File: src/rtl/lc3_regfile_sb.sv
// lc3_regfile_sb: dual-write/dual-read register file with bypass, reservation scoreboard and NZP codes
module lc3_regfile_sb #(
  parameter int DATA_W = 16,
  parameter int NREG = 8,
  localparam int ADDR_W = $clog2(NREG)
) (
  input  logic              clk,
  input  logic              rst,
  input  logic [ADDR_W-1:0] rd0_addr,
  input  logic [ADDR_W-1:0] rd1_addr,
  output logic [DATA_W-1:0] rd0_data,
  output logic [DATA_W-1:0] rd1_data,
  output logic              rd0_busy,
  output logic              rd1_busy,
  input  logic              wr0_en,
  input  logic              wr1_en,
  input  logic [ADDR_W-1:0] wr0_addr,
  input  logic [ADDR_W-1:0] wr1_addr,
  input  logic [DATA_W-1:0] wr0_data,
  input  logic [DATA_W-1:0] wr1_data,
  input  logic              cc_en,
  input  logic              rsv_en,
  input  logic [ADDR_W-1:0] rsv_addr,
  output logic              rsv_ok,
  output logic [NREG-1:0]   busy_vec,
  output logic [2:0]        nzp
);
  logic [DATA_W-1:0] regs_q [NREG];
  logic [DATA_W-1:0] regs_d [NREG];
  logic [NREG-1:0] busy_q, busy_d;
  logic [2:0] nzp_q, nzp_d;
  logic [DATA_W-1:0] rd0_mem, rd1_mem;
  logic rd0_in, rd1_in, rd0_bq, rd1_bq;
  logic rd0_w0, rd0_w1, rd1_w0, rd1_w1;
  always_comb begin
    rd0_mem = '0;
    rd1_mem = '0;
    rd0_in = 1'b0;
    rd1_in = 1'b0;
    rd0_bq = 1'b0;
    rd1_bq = 1'b0;
    rsv_ok = 1'b0;
    for (int i = 0; i < NREG; i++) begin
      if (rd0_addr == ADDR_W'(i)) begin
        rd0_mem = regs_q[i];
        rd0_bq = busy_q[i];
        rd0_in = 1'b1;
      end
      if (rd1_addr == ADDR_W'(i)) begin
        rd1_mem = regs_q[i];
        rd1_bq = busy_q[i];
        rd1_in = 1'b1;
      end
      if (rsv_addr == ADDR_W'(i)) rsv_ok = !busy_q[i];
    end
  end
  assign rd0_w0 = wr0_en && wr0_addr == rd0_addr;
  assign rd0_w1 = wr1_en && wr1_addr == rd0_addr;
  assign rd1_w0 = wr0_en && wr0_addr == rd1_addr;
  assign rd1_w1 = wr1_en && wr1_addr == rd1_addr;
  assign rd0_data = !rd0_in ? '0 : rd0_w1 ? wr1_data : rd0_w0 ? wr0_data : rd0_mem;
  assign rd1_data = !rd1_in ? '0 : rd1_w1 ? wr1_data : rd1_w0 ? wr0_data : rd1_mem;
  assign rd0_busy = rd0_bq && !(rd0_w0 || rd0_w1);
  assign rd1_busy = rd1_bq && !(rd1_w0 || rd1_w1);
  assign busy_vec = busy_q;
  assign nzp = nzp_q;
  // writes clear busy first so a same-cycle accepted reservation wins
  always_comb begin
    regs_d = regs_q;
    busy_d = busy_q;
    nzp_d = nzp_q;
    for (int i = 0; i < NREG; i++) begin
      if (wr0_en && wr0_addr == ADDR_W'(i)) begin
        regs_d[i] = wr0_data;
        busy_d[i] = 1'b0;
      end
      if (wr1_en && wr1_addr == ADDR_W'(i)) begin
        regs_d[i] = wr1_data;
        busy_d[i] = 1'b0;
      end
      if (rsv_en && rsv_ok && rsv_addr == ADDR_W'(i)) busy_d[i] = 1'b1;
    end
    if (wr0_en && cc_en)
      nzp_d = {wr0_data[DATA_W-1], ~|wr0_data, ~wr0_data[DATA_W-1] && |wr0_data};
    if (rst) begin
      for (int i = 0; i < NREG; i++) regs_d[i] = '0;
      busy_d = '0;
      nzp_d = 3'b010;
    end
  end
  always_ff @(posedge clk) begin
    regs_q <= regs_d;
    busy_q <= busy_d;
    nzp_q <= nzp_d;
  end
endmodule

File: config.mk
export PLATFORM = sky130hd
export DESIGN_NAME = lc3_regfile_sb
export DESIGN_NICKNAME = d
export VERILOG_FILES = /design/src/rtl/lc3_regfile_sb.sv
export SDC_FILE = /design/constraint.sdc
export NUM_CORES = 1
export LEC_CHECK = 0
export ABC_AREA = 1
export CAP_MARGIN = 10
export CORE_UTILIZATION = 25
export DETAILED_ROUTE_END_ITERATION = 8
export GPL_TIMING_DRIVEN = 1
export SLEW_MARGIN = 0
export SYNTH_ARGS = -nofsm -noshare
export SYNTH_HDL_FRONTEND = slang
export SYNTH_SLANG_ARGS = --single-unit
export TNS_END_PERCENT = 100
File: constraint.sdc
create_clock -name clk -period 4.4 [get_ports clk]
set_input_delay 1.1 -clock clk [delete_from_list [all_inputs] [get_ports clk]]
set_output_delay 1.1 -clock clk [all_outputs]
set_load 0.005 [all_outputs]
==> metrics, run 1 <==
run status finished, violations left; failing checks design-rule violations; final-layout fill cell count just under 4k; asr flop ratio synth 0%; Yosys cell types 32; Hold Violations, Final 0; setup_tns 0 ns; core region area between 0.03 and 0.04 mm²; Initial Util 25.5%; wire length per cell approximately 19 µm; initial antenna violation count 0; Finish-stage setup viols 0; die height roughly 190 µm; vias approximately 11k; crit path from rd0_addr[0]; largest net degree at the start of global routing 89; DR DRC count 3; unrepaired setup endpoints after global routing yes; vias in the first global route about 10k; crit path kind in2out; sequential share of the synthesized area between 30% and 40%; final std cells w/o fill between 2k and 2.5k; final WL 39100 µm; Post-synth EDFFs 0; Ports 99; CP Data Required Time about 3.3 ns; critical path arrival ~3.2 ns; syn_area_per_cell 6.10 µm²; FP Rows 69; nets ~1.7k; Tot Pwr between 3000 and 4000 µW; first-pass GRT wire length ~59000 µm; Period minus WS final 4.34 ns; worst skew pair latency approximately 0.43 ns; relative slew slack 29.2%; DR pass1 iterations 7; die area around 0.037 mm²; DRT iter0 DRCs 1164; die span in x 193 µm; Worst Setup Start Kind input pin; GR Layer Usage met2 about a third; share of the synthesized area in the top cell type between 30% and 40%; met1 usage around 28%; Slew Viols, Final 0; share of post-route cells with drive strength above 1 between 10% and 20%; Worst Max-Slew Pin Slew between 1 and 1.5 ns; top post-synthesis cells by area dfxtp_1 (31%), nand2_1 (13%), a21oi_1 (13%); cts bufs inserted 17; CTS root buffer clkbuf_16; Reg area roughly 0.0028 mm²; Ys Warns 0; Synth top cells by count nand2_1 (313), a21oi_1 (232), o21ai_0 (225); Via-to-Cell Ratio ~5.3; global route hottest layer met2; H-tree levels 4; top_reg_cell synth dfxtp_1; max-capacitance violation count 0; IO Port Bufs a little under 100; Synth area leader dfxtp_1; clk slew on worst S/H paths 0.07 ns; multi-input logic area 0.00530 mm²; Gate Count Post-Synth approximately 1.5k; post-DP HPWL between 20000 and 30000 µm; period utilization a little over nine tenths; synthesis-to-finish area growth 31.3%; CTS tree built; GRT Total Usage 20.9%; clk sinks ~140; Synth Register Bits ~140; syn_nets about 1.5k; Post-Place Cells slightly above 2k; post-route ant nets 0; peak supply drop 0.240 mV; clock skew ~0.0028 ns; Hold Crit Start regs_q[120]; Clock Tree Buf Depth 2; mapped cell area roughly 0.0091 mm²; routability cong. around 0.93; Crit Path Max Fanout 10; GRT Residual Overflow 0; M3 GR Usage approximately 3.5%; Hold/Removal Path Class reg2reg; most common cell in the netlist nand2_1; P per Cell Area 296 mW/mm²; Antenna diodes 0; endpoint class of the critical path output pin; FMAX between 200 and 250 MHz; reg2reg start busy_vec[0]; LEAKAGE 0.00499 µW
## report_power, final
group          total (µW)  switching, µW  internal (µW)  leakage (µW)
Sequential           1370           50.1           1320       0.00113
Combinational         764            448            316       0.00359
Clock                1410            665            743      0.000269
Total                3540           1160           2380       0.00499
## sequential cells by signal (all words and copies together), names as in the netlist
name / count
nzp: 3
regs_q: 128
busy_vec: 8
## critical path, stage by stage
cell and delay (ns):
clkdlybuf4s50_1 0.47, buf_6 0.16, nor3_4 0.06, buf_4 0.15
buf_4 0.15, a21oi_1 0.12, nand4_1 0.19, o21ai_1 0.15
nand3_1 0.10, nand2_1 0.07, nand2_1 0.05, clkdlybuf4s50_1 0.45
## cells by family after synthesis
group / after synthesis / share of synthesized area [%]
compound gates: 564 / 32.8
flops: 139 / 30.5
simple gates: 513 / 24.5
buf+inv: 277 / 12.1
## repair_timing
action,in CTS,in global routing
gates resized for setup,11,49
hold buffers,0,0
pin swaps,5,8
endpoints found under the setup margin,21,32
gates cloned,0,1
endpoints found under the hold margin,0,0
setup buffers,2,7
## layer usage
metal | up-vias | part of all wire [%]
met2 | 576 | 44
met4 | 0 | 3.4
li1 | 5272 | -
met5 | - | 0
met1 | 5080 | 44
met3 | 78 | 8.3
## cell usage in the layout, fill, tap and decap left out, types with 8 or more instances in the layout
| master | synthesis | routed |
|---|---|---|
| nand2_1 | 313 | 311 |
| a21oi_1 | 232 | 229 |
| o21ai_0 | 225 | 216 |
| inv_1 | 145 | 143 |
| dfxtp_1 | 139 | 139 |
| buf_4 | 3 | 86 |
| clkdlybuf4s50_1 | 0 | 78 |
| nor2_1 | 79 | 75 |
| nand3_1 | 57 | 54 |
| o211ai_1 | 50 | 50 |
| o21ai_1 | 38 | 45 |
| nand4_1 | 32 | 32 |
| inv_2 | 21 | 20 |
| buf_12 | 0 | 18 |
| clkbuf_16 | 0 | 17 |
| dlymetal6s2s_1 | 0 | 15 |
| o22ai_1 | 11 | 10 |
| nor3_1 | 8 | 8 |
| nor2_4 | 8 | 8 |
## area by class of cell
| cell class | instances | area share, % |
|---|---|---|
| Multi-Input combinational cell | 1077 | 44.3 |
| Sequential cell | 139 | 23.3 |
| Timing Repair Buffer | 209 | 17.5 |
| Inverter | 169 | 5.42 |
| Tap cell | 461 | 4.82 |
| Clock buffer | 17 | 3.56 |
| Clock inverter | 15 | 1.16 |
## path summary, 6_finish.rpt
path | end | slack [ns] | cells past startpoint
hold / removal | regs_q[120] | 0.47 | 2
setup reg to reg | busy_vec[6] | 3.00 | 10
hold reg to reg | regs_q[120] | 0.47 | 2
setup / recovery | rd0_data[1] | 0.06 | 12
## metrics by stage
| stage | worst slack [ns] | area (µm²) | hold slack [ns] | util, % |
|---|---|---|---|---|
| global route | -0.0414 | 12000 | 0.499 | 33.5 |
| detailed placement | -0.0792 | 11200 | 0.460 | 31.3 |
| floorplan | 1.08 | 9110 | 0.443 | - |
| finish | 0.0634 | 12000 | 0.470 | 33.5 |
| CTS | 0.00412 | 11800 | 0.470 | 33.0 |
| global placement | -0.0788 | 11200 | 0.453 | 31.3 |
Note: power is estimated with default switching activity, not from simulation.
==> run 2: changes to the inputs <==
CORE_MARGIN = 5   (was not set)
RECOVER_POWER = 100   (was not set)
==> run 2 against run 1 <==
  * The flow finishes with violations (negative setup slack)
  * Sequential share of layout area increased by 0.15 points
  * Final cell count about the same
  * Routed wire length is 0.20% higher
  * Clock-buffer cell count up 5
  * Core utilization decreased by 0.69 points
  * Highest routed layer unchanged
==> metrics, run 2 (synthesized netlist as in run 1, its figures left out) <==
run status finished, violations left; failing checks negative setup slack; CP max stage delay 0.58 ns (+0.11 ns); Hold/Removal Path Class reg2reg; post-route worst setup slack -0.0474 ns (-0.111 ns); IO Port Bufs 98 (unchanged); peak supply drop 0.263 mV (+9.6%); Hold Violations, Final 0 (unchanged); H-tree levels 4 (unchanged); synthesis-to-finish area growth 30.4%; period utilization 101% (+2.5 points); Most common cell on crit path nand2_2; CP cell instances dlygate4sd3_1 -> clkbuf_1 -> o22ai_1 -> nor2_1 -> nand2_2 -> nand2_2 -> buf_12 -> a21oi_1 -> a21oi_2 -> clkdlybuf4s50_1; initial antenna violation count 0 (unchanged); die span in x 201 µm (+4.1%); Clock Tree Buf Depth 2 (unchanged); unrepaired setup endpoints after global routing yes; post-DP HPWL 29100 µm (about the same); FP Rows 70 (+1.4%); GRT Total Usage 18.5% (-2.4 points); GR Layer Usage met2 29.9% (-2.8 points); final WL 39200 µm (+0.20%); Initial Util 25.1% (-0.36 points); die area 0.0404 mm² (+8.5%); Post-CTS Hold Buffers 0 (unchanged); Worst Hold End regs_q[120]; DR DRC count 0 (-3); crit path buf inv count 4 (-1); M3 GR Usage 3.13% (-0.36 points); Worst Setup Start Kind input pin; first-pass GRT wire length 60000 µm (+0.85%); worst hold path depth 2 (unchanged); CP max-delay cell dlygate4sd3_1; setup_tns -0.0974 ns (-0.0974 ns); DR pass1 iterations 5 (-2); Ports 99 (unchanged); most frequent cells in the layout nand2_1 (312), o21ai_0 (234), a21oi_1 (229); r2r worst-path depth 10 (unchanged); Finish-stage setup viols 4 (+4); Hold Crit Start regs_q[120]; register bank with the most flops regs_q; reg2reg start busy_vec[0]; routability cong. 0.922 (-0.81%); Period minus WS final 4.45 ns (+0.111 ns); max reg flops 128 (unchanged); worst r2r dst busy_vec[6]; FMAX 225 MHz (-2.5%); met1 usage 25.1% (-3.0 points); LEAKAGE 0.00498 µW (-0.26%); endpoint class of the critical path output pin; wire length per cell 18.8 µm (+0.15%); Crit path max-delay family buffers and inverters; crit path kind in2out; CP Data Required Time 3.30 ns (about the same); P per Cell Area 297 mW/mm² (+0.39%); cts bufs inserted 17 (unchanged); worst skew pair latency 0.42 ns (about the same); Slew Viols, Final 0 (unchanged); vias in the first global route 10.2k (+1.4%); clock skew 0.00394 ns (+0.00119 ns); CTS tree built; DRT iter0 DRCs 1194 (+2.6%); Via-to-Cell Ratio 5.23 (-0.83%); clk slew on worst S/H paths 0.06 ns (about the same); nets 1660 (-0.36%); core region area 0.0363 mm² (+1.4%); critical path arrival 3.35 ns (+0.11 ns); relative slew slack 5.67% (-24 points); largest net degree at the start of global routing 89 (unchanged); CTS root buffer clkbuf_16; Antenna diodes 0 (unchanged); Crit. path cell count 10 (-2); flop2flop setup slack 2.88 ns (-0.12 ns); Finished Cell Area 0.0119 mm² (-0.65%); vias 10.9k (-0.78%); clk sinks 139 (unchanged); post-route ant nets 0 (unchanged); max-capacitance violation count 0 (unchanged); GRT Residual Overflow 0 (unchanged); die height 201 µm (+4.1%); Worst Max-Slew Pin Slew 1.42 ns (+0.353 ns); DP Area 0.0111 mm² (-1.1%); Crit Path Max Fanout 14 (+4); share of post-route cells with drive strength above 1 11.4% (-1.4 points); most common cell after layout, fill and taps aside nand2_1; global route hottest layer met2
-- run 2: tightest hold or removal path: stages, from the launching register on --
cell	delay (ns)
dfxtp_1	0.31
nand2_1	0.06
a21oi_1	0.05
-- run 2: metal layers --
layer  part of all wire (%)  vias up
met5                      0        -
met4                    3.4        0
met3                    8.9       73
met2                     45      577
met1                     43     5004
li1                       -     5266
-- run 2: how the worst max path moves through the flow --
stage,to,from
2_1_floorplan,rd1_data[5],rd1_addr[0]
3_3_place_gp,rd0_data[15],rd0_addr[1]
4_1_cts,rd1_data[0],rd1_addr[0]
6_report,rd1_data[9],wr0_addr[1]
3_5_place_dp,rd0_data[4],rd0_addr[1]
5_1_grt,rd0_data[11],rd0_addr[1]
-- run 2: power by group --
group	total (µW)	internal [µW]	switching, µW
sequential	1370	1320	50.6
combinational	755	308	448
clock	1410	822	584
-- run 2: through the flow --
| stage | utilization [%] | setup WS, ns | power (µW) | cells | hold WS, ns |
|---|---|---|---|---|---|
| floorplan | - | 1.08 | 1760 | 1493 | 0.443 |
| global placement | 30.5 | -0.143 | 2120 | 2041 | 0.452 |
| detailed placement | 30.5 | -0.100 | 2120 | 2041 | 0.460 |
| CTS | 32.4 | -0.00336 | 3530 | 2079 | 0.469 |
| global route | 32.8 | -0.109 | 3670 | 2088 | 0.497 |
| finish | 32.8 | -0.0474 | 3530 | 2088 | 0.468 |
-- run 2: layout make-up --
type | count | area, µm²
fillers | 4004 | 24400
multi-input cells | 1077 | 5270
flip-flops and latches | 139 | 2780
repair buffers | 203 | 2040
inverters | 169 | 647
well taps | 468 | 586
clock buffers | 22 | 474
clock inverters | 10 | 91.3
-- run 2: repair_timing --
item / in CTS / in global routing
setup endpoints to repair: 29 / 30
pin swaps: 4 / 11
setup buffers: 5 / 7
resized for setup: 26 / 41
hold endpoints to repair: 0 / 0
gates cloned: 1 / 2
==> run 3: changes to the inputs <==
PLACE_DENSITY = 0.44   (was not set)
==> run 3 against run 2 <==
  * Hold slack worse by 0.0018 ns
  * Power up 4.0%
  * Routed wire length increased by 12%
  * Highest routed layer unchanged
  * Sequential cell count is the same
  * Setup slack better by 0.16 ns
  * Die area did not move
  * Sequential share of layout area shrank 0.15 points
  * Critical path type unchanged
  * Maximum frequency rose by 3.8%
  * Critical endpoint is now rd0_busy
  * The flow now finishes without violations
==> metrics, run 3 (synthesized netlist as in run 1, its figures left out) <==
Hold Violations, Final 0 (unchanged); most common cell after layout, fill and taps aside nand2_1; Slew Viols, Final 0 (unchanged); cts bufs inserted 17 (unchanged); critical path arrival 3.18 ns (-0.17 ns); die span in x 201 µm (unchanged); vias 10.9k (-0.37%); FP Rows 70 (unchanged); CTS root buffer clkbuf_16; Worst Setup Start Kind input pin; CP cell instances dlymetal6s2s_1 -> buf_12 -> buf_4 -> buf_4 -> o22ai_1 -> nor2_1 -> nand2_2 -> buf_12 -> nand2_2 -> buf_4 -> a21oi_1 -> nand2_1 -> inv_1 -> clkdlybuf4s50_1; routability cong. 0.936 (+1.5%); LEAKAGE 0.00496 µW (-0.33%); GRT Total Usage 20.9% (+2.4 points); CP Data Required Time 3.30 ns (about the same); DR DRC count 0 (unchanged); Initial Util 25.1% (unchanged); Crit path max-delay family buffers and inverters; run status finished, final reports clean; Worst Max-Slew Pin Slew 1.13 ns (-0.286 ns); max-capacitance violation count 0 (unchanged); nets 1672 (+0.72%); CP max stage delay 0.49 ns (-0.09 ns); relative slew slack 24.8% (+19 points); clk sinks 139 (unchanged); max reg flops 128 (unchanged); wire length per cell 20.9 µm (+11%); first-pass GRT wire length 65500 µm (+9.2%); post-DP HPWL 32700 µm (+12%); H-tree levels 4 (unchanged); CTS tree built; vias in the first global route 10.1k (-1.1%); Period minus WS final 4.28 ns (-0.163 ns); Most common cell on crit path buf_4; endpoint class of the critical path output pin; GRT Residual Overflow 0 (unchanged); DR pass1 iterations 5 (unchanged); unrepaired setup endpoints after global routing yes; post-route ant nets 0 (unchanged); final std cells w/o fill 2100 (+0.57%); Logic pwr share 21.0% (-0.4 points); Post-Place Cells 2062 (+1.0%); Hold/Removal Path Class reg2reg; synthesis-to-finish area growth 31.3%; peak supply drop 0.188 mV (-28%); period utilization 97.4% (-3.7 points); IO Port Bufs 98 (unchanged); FMAX 233 MHz (+3.8%); crit path kind in2out; most frequent cells in the layout nand2_1 (314), o21ai_0 (237), a21oi_1 (227); crit path buf inv count 8 (+4); Int Power 2530 µW (+3.1%); Finish-stage setup viols 0 (-4); clock skew 0.00801 ns (+0.00407 ns); register bank with the most flops regs_q; core region area 0.0363 mm² (unchanged); Post-CTS Hold Buffers 0 (unchanged); clk slew on worst S/H paths 0.07 ns (about the same); Antenna diodes 0 (unchanged); part of the power in the clock network 41.6% (+1.8 points); initial antenna violation count 0 (unchanged); final WL 43900 µm (+12%); P per Cell Area 307 mW/mm² (+3.4%); largest net degree at the start of global routing 88 (-1.1%); Reg power frac 37.3% (-1.5 points); NetSw 1150 µW (+6.2%); worst skew pair latency 0.43 ns (about the same); final hold slack 0.467 ns (-0.00177 ns); DRT iter0 DRCs 1083 (-9.3%); CP max-delay cell clkdlybuf4s50_1; Crit Path Max Fanout 9 (-5); Clock Tree Buf Depth 2 (unchanged); die height 201 µm (unchanged); share of post-route cells with drive strength above 1 12.1% (+0.71 points); switching share of power 31.3% (+0.64 points); die area 0.0404 mm² (unchanged); Via-to-Cell Ratio 5.18 (-0.94%); Ports 99 (unchanged)
[run 3: cell count changes in the layout (fill, tap and decap cells not counted), moves of 3 or more]
cell / delta
clkdlybuf4s50_1: +4
clkdlybuf4s25_1: +3
nand3_2: -3
o21ai_1: -3
clkbuf_8: -3
buf_4: +13
dlymetal6s2s_1: -5
clkbuf_1: -3
nor2_4: -3
o21ai_0: +3
[run 3: final cells by class]
| type | count | area (µm²) |
|---|---|---|
| clock buffer | 18 | 429 |
| clock inverter | 14 | 169 |
| fill | 4063 | 24300 |
| inverter | 169 | 651 |
| multi-input combinational | 1077 | 5260 |
| sequential | 139 | 2780 |
| tap | 468 | 586 |
| timing repair buffer | 215 | 2090 |
[run 3: timing repair]
action | CTS | global route
resized for setup | 15 | 51
setup endpoints to repair | 27 | 30
setup buffers | 0 | 6
pin swaps | 1 | 10
[run 3: final timing paths]
check	end	cells past startpoint	slack, ns	start
max	rd0_busy	14	0.12	rd0_addr[0]
max reg2reg	busy_vec[6]	10	2.85	busy_vec[0]
min reg2reg	nzp[0]	2	0.47	nzp[0]
min	nzp[0]	2	0.47	nzp[0]
[run 3: per-stage QoR]
step           worst slack [ns]  instance area (µm²)  setup TNS [ns]  total power [µW]  utilization, %
3_5_place_dp            -0.0911                11300           -1.14              2160            31.0
6_report                  0.116                12000               0              3680            33.0
2_1_floorplan              1.08                 9110               0              1760               -
3_3_place_gp            -0.0963                11300           -1.32              2160            31.0
4_1_cts                  0.0111                11900               0              3700            32.8
5_1_grt                -0.00406                12000        -0.00406              3820            33.0
[run 3: routing by layer]
layer  part of all wire, %  global-route usage, %  wire length, µm
met3                   7.0                   3.23             3080
met1                    47                   30.5            20700
met2                    43                   31.5            18900
met4                   2.8                   6.91             1230
met5                     0                      0                0
[run 3: power by group through the flow]
stage	combinational, µW	sequential (µW)	clock, µW
after floorplan	378	1380	0
after global placement	767	1400	0
after detailed placement	767	1400	0
after CTS	771	1370	1560
after global routing	843	1380	1600
final	773	1370	1530
[run 3: worst min-delay path, delay by kind of cell (launching register included)]
family,cells,cell delay [ns]
flip-flops,1,0.32
AND/OR/NAND/NOR,1,0.06
AO/OA/AOI/OAI,1,0.05
